File: src/rtl/mul_div_unit.sv
// Iterative HI/LO multiply/divide unit (MULT, MULTU, DIV, DIVU) with MTHI/MTLO writes.
// Define MULDIV_ABORT_EN to add the abort port, which flushes an in-flight operation.
module mul_div_unit #(
    parameter int WIDTH = 32
) (
    input  logic             clk,
    input  logic             rst,
    input  logic             start,
    input  logic [1:0]       op,
    input  logic [WIDTH-1:0] rs_val,
    input  logic [WIDTH-1:0] rt_val,
    input  logic             hi_we,
    input  logic             lo_we,
    input  logic [WIDTH-1:0] wdata,
    output logic             busy,
    output logic             done,
    output logic [WIDTH-1:0] hi,
    output logic [WIDTH-1:0] lo
`ifdef MULDIV_ABORT_EN
    ,
    input  logic             abort
`endif
);

    localparam int CW = $clog2(WIDTH + 1);

    typedef enum logic [1:0] {S_IDLE, S_RUN, S_FIX} state_t;

    state_t               state_q, state_d;
    logic [1:0]           op_q, op_d;
    logic [WIDTH-1:0]     mcand_q, mcand_d;
    logic [2*WIDTH-1:0]   prod_q, prod_d;
    logic [CW-1:0]        cnt_q, cnt_d;
    logic                 qsign_q, qsign_d;
    logic                 rsign_q, rsign_d;
    logic                 div0_q, div0_d;
    logic                 done_q, done_d;
    logic [WIDTH-1:0]     hi_q, hi_d;
    logic [WIDTH-1:0]     lo_q, lo_d;

    logic                 abort_w;
    logic [WIDTH-1:0]     mul_addend;
    logic [WIDTH:0]       mul_sum;
    logic [WIDTH:0]       div_shift;
    logic [WIDTH:0]       div_diff;

`ifdef MULDIV_ABORT_EN
    assign abort_w = abort;
`else
    assign abort_w = 1'b0;
`endif

    // prod_q holds {upper/remainder, lower/quotient}; both algorithms shift the same register
    assign mul_addend = prod_q[0] ? mcand_q : {WIDTH{1'b0}};
    assign mul_sum    = {1'b0, prod_q[2*WIDTH-1:WIDTH]} + {1'b0, mul_addend};
    assign div_shift  = prod_q[2*WIDTH-1:WIDTH-1];
    assign div_diff   = div_shift - {1'b0, mcand_q};

    always_ff @(posedge clk or posedge rst) begin
        if (rst) begin
            state_q <= S_IDLE;
            op_q    <= 2'b00;
            mcand_q <= '0;
            prod_q  <= '0;
            cnt_q   <= '0;
            qsign_q <= 1'b0;
            rsign_q <= 1'b0;
            div0_q  <= 1'b0;
            done_q  <= 1'b0;
            hi_q    <= '0;
            lo_q    <= '0;
        end else begin
            state_q <= state_d;
            op_q    <= op_d;
            mcand_q <= mcand_d;
            prod_q  <= prod_d;
            cnt_q   <= cnt_d;
            qsign_q <= qsign_d;
            rsign_q <= rsign_d;
            div0_q  <= div0_d;
            done_q  <= done_d;
            hi_q    <= hi_d;
            lo_q    <= lo_d;
        end
    end

    always_comb begin
        state_d = state_q;
        case (state_q)
            S_IDLE: if (start) state_d = S_RUN;
            S_RUN: begin
                if (abort_w)                         state_d = S_IDLE;
                else if (cnt_q == CW'(WIDTH - 1))    state_d = S_FIX;
            end
            S_FIX:   state_d = S_IDLE;
            default: state_d = S_IDLE;
        endcase
    end

    always_comb begin
        busy = (state_q != S_IDLE);
        done = done_q;
        hi   = hi_q;
        lo   = lo_q;
    end

    always_comb begin
        logic             rs_neg, rt_neg;
        logic [2*WIDTH-1:0] prod_res;
        logic [WIDTH-1:0] quo, rem;
        op_d     = op_q;
        mcand_d  = mcand_q;
        prod_d   = prod_q;
        cnt_d    = cnt_q;
        qsign_d  = qsign_q;
        rsign_d  = rsign_q;
        div0_d   = div0_q;
        done_d   = 1'b0;
        hi_d     = hi_q;
        lo_d     = lo_q;
        rs_neg   = ~op[0] & rs_val[WIDTH-1];
        rt_neg   = ~op[0] & rt_val[WIDTH-1];
        prod_res = qsign_q ? -prod_q : prod_q;
        quo      = prod_q[WIDTH-1:0];
        rem      = prod_q[2*WIDTH-1:WIDTH];
        case (state_q)
            S_IDLE: begin
                if (hi_we) hi_d = wdata;
                if (lo_we) lo_d = wdata;
                if (start) begin
                    op_d    = op;
                    mcand_d = rt_neg ? -rt_val : rt_val;
                    prod_d  = {{WIDTH{1'b0}}, (rs_neg ? -rs_val : rs_val)};
                    qsign_d = rs_neg ^ rt_neg;
                    rsign_d = rs_neg;
                    div0_d  = op[1] & (rt_val == '0);
                    cnt_d   = '0;
                end
            end
            S_RUN: begin
                if (!abort_w) begin
                    cnt_d = cnt_q + 1'b1;
                    if (op_q[1]) begin
                        if (!div_diff[WIDTH])
                            prod_d = {div_diff[WIDTH-1:0], prod_q[WIDTH-2:0], 1'b1};
                        else
                            prod_d = {div_shift[WIDTH-1:0], prod_q[WIDTH-2:0], 1'b0};
                    end else begin
                        prod_d = {mul_sum, prod_q[WIDTH-1:1]};
                    end
                end
            end
            S_FIX: begin
                if (!abort_w) begin
                    done_d = 1'b1;
                    if (op_q[1]) begin
                        // zero divisor leaves quotient all ones; skip the sign fix so LO stays all ones
                        lo_d = div0_q ? {WIDTH{1'b1}} : (qsign_q ? -quo : quo);
                        hi_d = rsign_q ? -rem : rem;
                    end else begin
                        hi_d = prod_res[2*WIDTH-1:WIDTH];
                        lo_d = prod_res[WIDTH-1:0];
                    end
                end
            end
            default: ;
        endcase
    end

endmodule
File: config.mk
export PLATFORM = sky130hd
export DESIGN_NAME = mul_div_unit
export DESIGN_NICKNAME = d
export VERILOG_FILES = /design/src/rtl/mul_div_unit.sv
export SDC_FILE = /design/constraint.sdc
export NUM_CORES = 1
export LEC_CHECK = 0
export BUFFER_PORTS_ARGS = -buffer_cell sky130_fd_sc_hd__clkbuf_2
export CORE_MARGIN = 5
export CORE_UTILIZATION = 50
export DETAILED_ROUTE_END_ITERATION = 10
export PLACE_DENSITY = 0.7
export SLEW_MARGIN = 20
export SYNTH_ARGS = -nofsm -noshare
export SYNTH_HDL_FRONTEND = slang
export SYNTH_SLANG_ARGS = --single-unit
File: constraint.sdc
create_clock -name clk -period 5.6 [get_ports clk]
set_input_delay 0 -clock clk [delete_from_list [all_inputs] [get_ports clk]]
set_output_delay 0 -clock clk [all_outputs]
set_load 0.02 [all_outputs]
==> results.md, run 1 <==
- Area leader, netlist: dfrtp_1
- Max cap viols: 0
- Starting Density: 0.503
- Synth area leaders: dfrtp_1, o21ai_0, xnor2_1
- Tcrit/Tclk final: 0.757
- Inst Count DP: 2,266
- DP HPWL: 35,800 µm
- Initial antenna violation count: 0
- CP max FO: 23
- Synthesis Warnings: 0
- Share of cells above drive strength 1: 0.129
- Total grt overflow: 0
- DR DRC count: 0
- Slew Viols, Final: 0
- Worst ir drop on vdd: 324 µV
- DIE HEIGHT: 179 µm
- Gr usage total: 0.296
- Post-CTS setup buffers: 0
- Clock-pin slew on the worst setup and hold paths: 0.08 ns
- Synth Instances: 1,798
- Fill cell count: 2,714
- Mapped cell area: 14,300 µm²
- FFs w/ async S/R, synth: 1.00
- Post-synthesis cell type count: 80
- First DRT Iteration DRCs: 1,380
- Pwr Density: 566 nW/µm²
- Nets@finish: 2,156
- Vias in the first global route: 13,900
- Final core occ: 0.589
- Leakage dissipation: 7.30 nW
- Crit path max-delay family: compound AO/OA/AOI/OAI gates
- Clk_lat worst skew: 0.45 ns
- Met3 Usage GRT: 0.0432
- Crit path required time: 5.87 ns
- Startpoint types: register
- Sink Count: 173
- CP max-delay cell: o21ai_0
- Slew at the pin closest to its max-slew limit: 1.19 ns
- Synth top cells by count: o21ai_0, nand2_1, dfrtp_1
- ANT cells: 0
- Status: complete, no violations
- Final Hold Violating Endpoints: 0
- Max clock buf depth: 2
- 1st-pass router iterations: 7
- Fmax: 0.236 GHz
- RSZ-0062 raised after global routing: false
- P&R area growth vs syn: 17.3%
- Seq/Total Area, Yosys: 0.302
- Post-route ant nets: 0
- Worst slew margin: 0.205
- Top cell type's share of synthesized area: 0.302
- Die area: 32,200 µm²
- CTS Buf Count: 17
- Post-Place Setup Slack: 1.43 ns
- Crit path largest cell delay: 0.62 ns
- Chip Width: 179 µm
- Vias/cell: 6.15
- Core ar.: 28,500 µm²
- Root buffer cell: clkbuf_16
- Final Non-Filler Cells: 2,379
- Setup CP Type: register to register
- Hold slack: 0.00852 ns
- Syn nets: 1,972
- GRT met2 Usage: 0.450
- Final Skew: 0.0183 ns
- Via count of the routed design: 14,600
- WP buf/inv: 1
- Final worst path period need: 4.24 ns
- Port bufs: 168
- HP Class: input pin to register
- CTS tree: done
- Most Crowded Layer GR: met2
- Detailed Route WL: 48,000 µm
- Routability cong.: 0.966
- Seq. cell area: 4330 µm²
- Synth Area per Inst: 7.98 µm²
- Post-synth EDFFs: 0
- FF+latch count, synth: 173
- Area taken by multi-input logic gates: 9380 µm²
- First-pass GRT wire length: 76,000 µm
- Crit. End Element: register
- Worst path cell trace: ha_1 > a21oi_1 > nand2_1 > or3_1 > o21ai_0 > o32ai_2 > nor2_2 > buf_4 > mux2i_1 > o221ai_1
- Top-count cell post-synth: o21ai_0
- Top_reg_cell synth: dfrtp_1
- Drt wl/cell: 20.2 µm
- Post-route setup TNS: 0 ns
- Final WS setup: 1.36 ns
- FP Rows: 62
- Setup violators final: 0
- Crit path DAT: 4.51 ns
- H-tree levels: 4
- Pin count of the biggest net entering global routing: 93
- Io pins: 169
- Met1 Usage GRT: 0.443
==> routing by layer <==
metal  vias to the layer above  wire length [µm]
met3                        84              4000
met1                      6955             22100
li1                       6907                 -
met2                       682             20700
met4                         0              1180
met5                         -                 0
==> where the power goes <==
part	leakage, nW	switching, mW	internal (mW)
logic	4.90	3.48	2.34
clock network	0.286	0.615	0.607
registers	2.11	0.764	1.72
total	7.30	4.86	4.66
==> worst reg2reg max path: stages (launching register included) <==
cell and delay (ns):
dfrtp_1 0.49, ha_1 0.43, a21oi_1 0.37, nand2_1 0.12
or3_1 0.40, o21ai_0 0.62, o32ai_2 0.30, nor2_2 0.46
buf_4 0.47, mux2i_1 0.25, o221ai_1 0.14
==> area by class of cell <==
cell class              count  share of cell area
multi-input cells        1460               0.557
clock inverters            14             0.00907
inverters                  61              0.0139
well taps                 384              0.0286
flip-flops and latches    173               0.257
repair buffers            269               0.108
clock buffers              18              0.0261
==> placed cells by master (no fill, tap or decap), types with 7 or more instances in the layout <==
cell type / n
inv_1: 59
dlygate4sd3_1: 81
o21ai_0: 220
mux2i_1: 58
nor2_1: 143
nand3_1: 26
xor2_1: 56
nand2_1: 189
a21o_1: 34
nor2b_1: 14
a31oi_1: 19
nand2b_1: 20
buf_4: 19
nand4_1: 9
nor4_1: 18
ha_1: 69
nor3_1: 32
o41ai_1: 13
or3_1: 26
o22ai_1: 38
or4_1: 8
clkbuf_2: 168
clkbuf_16: 17
o31ai_1: 22
a22oi_1: 20
a211oi_1: 15
a21boi_0: 8
dfrtp_1: 172
o221ai_1: 7
xnor2_1: 112
o211ai_1: 33
a21oi_1: 131
o21a_1: 8
and3_1: 19
==> cells by family (layout without fill, tap and decap cells) <==
| group | after synthesis | after routing | share of synthesized area |
|---|---|---|---|
| XOR/XNOR | 168 | 168 | 0.103 |
| flip-flops | 173 | 173 | 0.302 |
| adder cells (fa/ha/maj) | 71 | 71 | 0.0630 |
| buffers and inverters | 165 | 362 | 0.0468 |
| AND/OR/NAND/NOR | 546 | 546 | 0.180 |
| multiplexers | 59 | 59 | 0.0412 |
| AO/OA/AOI/OAI | 616 | 616 | 0.265 |
==> timing repair <==
| item | CTS | global route |
|---|---|---|
| resized for setup | 0 | 0 |
| hold buffers | 81 | 0 |
| endpoints found under the hold margin | 165 | 0 |
==> through the flow <==
stage	instance area (µm²)	total power, mW
after floorplan	14300	6.47
after global placement	15400	8.03
after detailed placement	15400	8.12
after CTS	16800	9.40
after global routing	16800	10.2
final	16800	9.53
==> state kept, by name, indices dropped and copies added, names as in the netlist <==
register and flops:
qsign_q 1, div0_q 1, done 1, lo 32, state_q 2, mcand_q 32
prod_q 64, op_q 1, rsign_q 1, hi 32, cnt_q 6
==> worst paths after layout <==
check	start	to	slack, ns	depth (start not counted)
worst max-delay path	prod_q[54]	prod_q[54]	1.36	10
worst min-delay path	rs_val[6]	prod_q[6]	0.009	5
worst max register to register	prod_q[54]	prod_q[54]	1.36	10
worst min register to register	mcand_q[13]	mcand_q[13]	0.48	2
max in group asynchronous	rst	op_q[1]	4.11	4
min in group asynchronous	rst	lo[10]	0.18	3
Note: power is estimated with default switching activity, not from simulation.
==> run 2, diff against run 1 <==
==> constraint.sdc (replaced) <==
create_clock -name clk -period 4.1 [get_ports clk]
set_input_delay 0 -clock clk [delete_from_list [all_inputs] [get_ports clk]]
set_output_delay 0 -clock clk [all_outputs]
set_load 0.02 [all_outputs]
==> run 2 against run 1 <==
- clock skew down 0.0032 ns
- sequential power is 36% higher
- flip-flop and latch count stayed put
- via count grew 0.59%
- setup slack worse by 1.1 ns
- sequential share of layout area decreased by 0.20 points
- die area did not move
- core utilization increased by 0.46 points
- routed wire length is 0.38% higher
- critical endpoint is now prod_q[62]
==> results.md, run 2 (same netlist as run 1, synthesis figures left out) <==
- Chip Width: 179 µm
- R2R Setup Slk: 0.31 ns
- Hold Path Depth: 5
- Max reg flops: 64
- Pwr Density: 776 nW/µm²
- Setup CP Type: register to register
- Launching point of the worst reg2reg path: prod_q[0]
- DP HPWL: 36,000 µm
- Placement Cell Area: 15,500 µm²
- Pin count of the biggest net entering global routing: 117
- Post-Place Setup Slack: 0.396 ns
- Final WS setup: 0.308 ns
- CTS Buf Count: 17
- HP Class: input pin to register
- Gr usage total: 0.296
- Top sig layer: met4
- Met3 WL: 4630 µm
- Worst r2r dst: prod_q[62]
- Met2 Wirelength: 20,800 µm
- First DRT Iteration DRCs: 1,406
- Detailed Route WL: 48,200 µm
- Slew at the pin closest to its max-slew limit: 1.10 ns
- Share of cells above drive strength 1: 0.133
- Die area: 32,200 µm²
- Fill cell count: 2,604
- Port bufs: 168
- Fmax: 0.264 GHz
- Total grt overflow: 0
- Core ar.: 28,500 µm²
- Crit path DAT: 4.14 ns
- Vias in the first global route: 13,600
- DIE HEIGHT: 179 µm
- Nets@finish: 2,169
- First-pass GRT wire length: 75,200 µm
- Final worst path period need: 3.79 ns
- 1st-pass router iterations: 5
- Fin area: 17,000 µm²
- Post-route setup TNS: 0 ns
- Setup violators final: 0
- Final Non-Filler Cells: 2,392
- Crit. End Element: register
- Crit path required time: 4.45 ns
- Max cap viols: 0
- Final Skew: 0.0151 ns
- Final Hold Violating Endpoints: 0
- Starting Density: 0.503
- Commonest non-fill, non-tap cell in the layout: o21ai_0
- CP max FO: 13
- Inst Count DP: 2,277
- Slew Viols, Final: 0
- Worst ir drop on vdd: 400 µV
- RSZ-0062 raised after global routing: false
- FP Rows: 62
- Io pins: 169
- Top reg by flops: prod_q
- Worst Hold Path EP: prod_q[12]
- Initial antenna violation count: 0
- P&R area growth vs syn: 18.2%
- DR DRC count: 0
- H-tree levels: 4
- M1 wire length: 21,600 µm
- Vias/cell: 6.15
- Status: complete, no violations
- Tcrit/Tclk final: 0.925
- Hold slack: 0.00538 ns
- Root buffer cell: clkbuf_16
- Most frequent cells in the layout: o21ai_0, nand2_1, dfrtp_1
- Leakage dissipation: 7.37 nW
- Sink Count: 173
- Post-route ant nets: 0
- Max clock buf depth: 2
- CTS tree: done
- Routability cong.: 0.959
- Clock-pin slew on the worst setup and hold paths: 0.08 ns
- Via count of the routed design: 14,700
- FF-to-FF path depth: 12
- Post-CTS setup buffers: 0
- ANT cells: 0
- Worst slew margin: 0.265
- Drt wl/cell: 20.2 µm
- Startpoint types: register
- Critical hold path startpoint: rs_val[12]
- Clk_lat worst skew: 0.44 ns
run 2: critical path, stage by stage (launching register included):
cell,delay [ns]
dfrtp_1,0.45
inv_1,0.43
nor2_1,0.11
ha_1,0.36
o21ai_1,0.11
o21a_1,0.19
o31ai_1,0.51
o22ai_1,0.23
o21ba_2,0.30
o311ai_1,0.51
a211o_1,0.21
a21oi_1,0.06
a211oi_1,0.22
run 2: metal layers:
metal  vias up  track usage
met5         -            0
met4         0       0.0771
met3        76       0.0474
met2       737        0.445
met1      6982        0.444
li1       6919            -
run 2: stage by stage:
stage	power [mW]	util
detailed placement	11.1	0.543
finish	13.2	0.594
floorplan	8.83	-
global placement	11.0	0.543
CTS	12.9	0.593
global route	14.0	0.594
run 2: worst max-delay path by stage:
stage | start | endpoint | cells past startpoint
2_1_floorplan | prod_q[0] | prod_q[62] | 13
3_3_place_gp | prod_q[0] | prod_q[62] | 12
3_5_place_dp | prod_q[0] | prod_q[62] | 12
4_1_cts | prod_q[0] | prod_q[62] | 12
5_1_grt | prod_q[0] | prod_q[62] | 12
6_report | prod_q[0] | prod_q[62] | 12
run 2: what timing repair did:
item                      CTS  global route
hold endpoints to repair  280             0
resized for setup           0             0
hold buffers               82             0
run 2: layout make-up:
type / instances / area (µm²) / share of cell area
Multi-Input combinational cell: 1460 / 9380 / 0.553
Sequential cell: 173 / 4330 / 0.255
Timing Repair Buffer: 282 / 1930 / 0.114
Tap cell: 384 / 480 / 0.0283
Clock buffer: 18 / 439 / 0.0259
Inverter: 61 / 233 / 0.0137
Clock inverter: 14 / 174 / 0.0103
run 2: power breakdown:
part / switching (mW) / total, mW / internal [mW]
logic: 4.83 / 8.08 / 3.25
clock network: 0.852 / 1.70 / 0.843
registers: 1.03 / 3.37 / 2.34
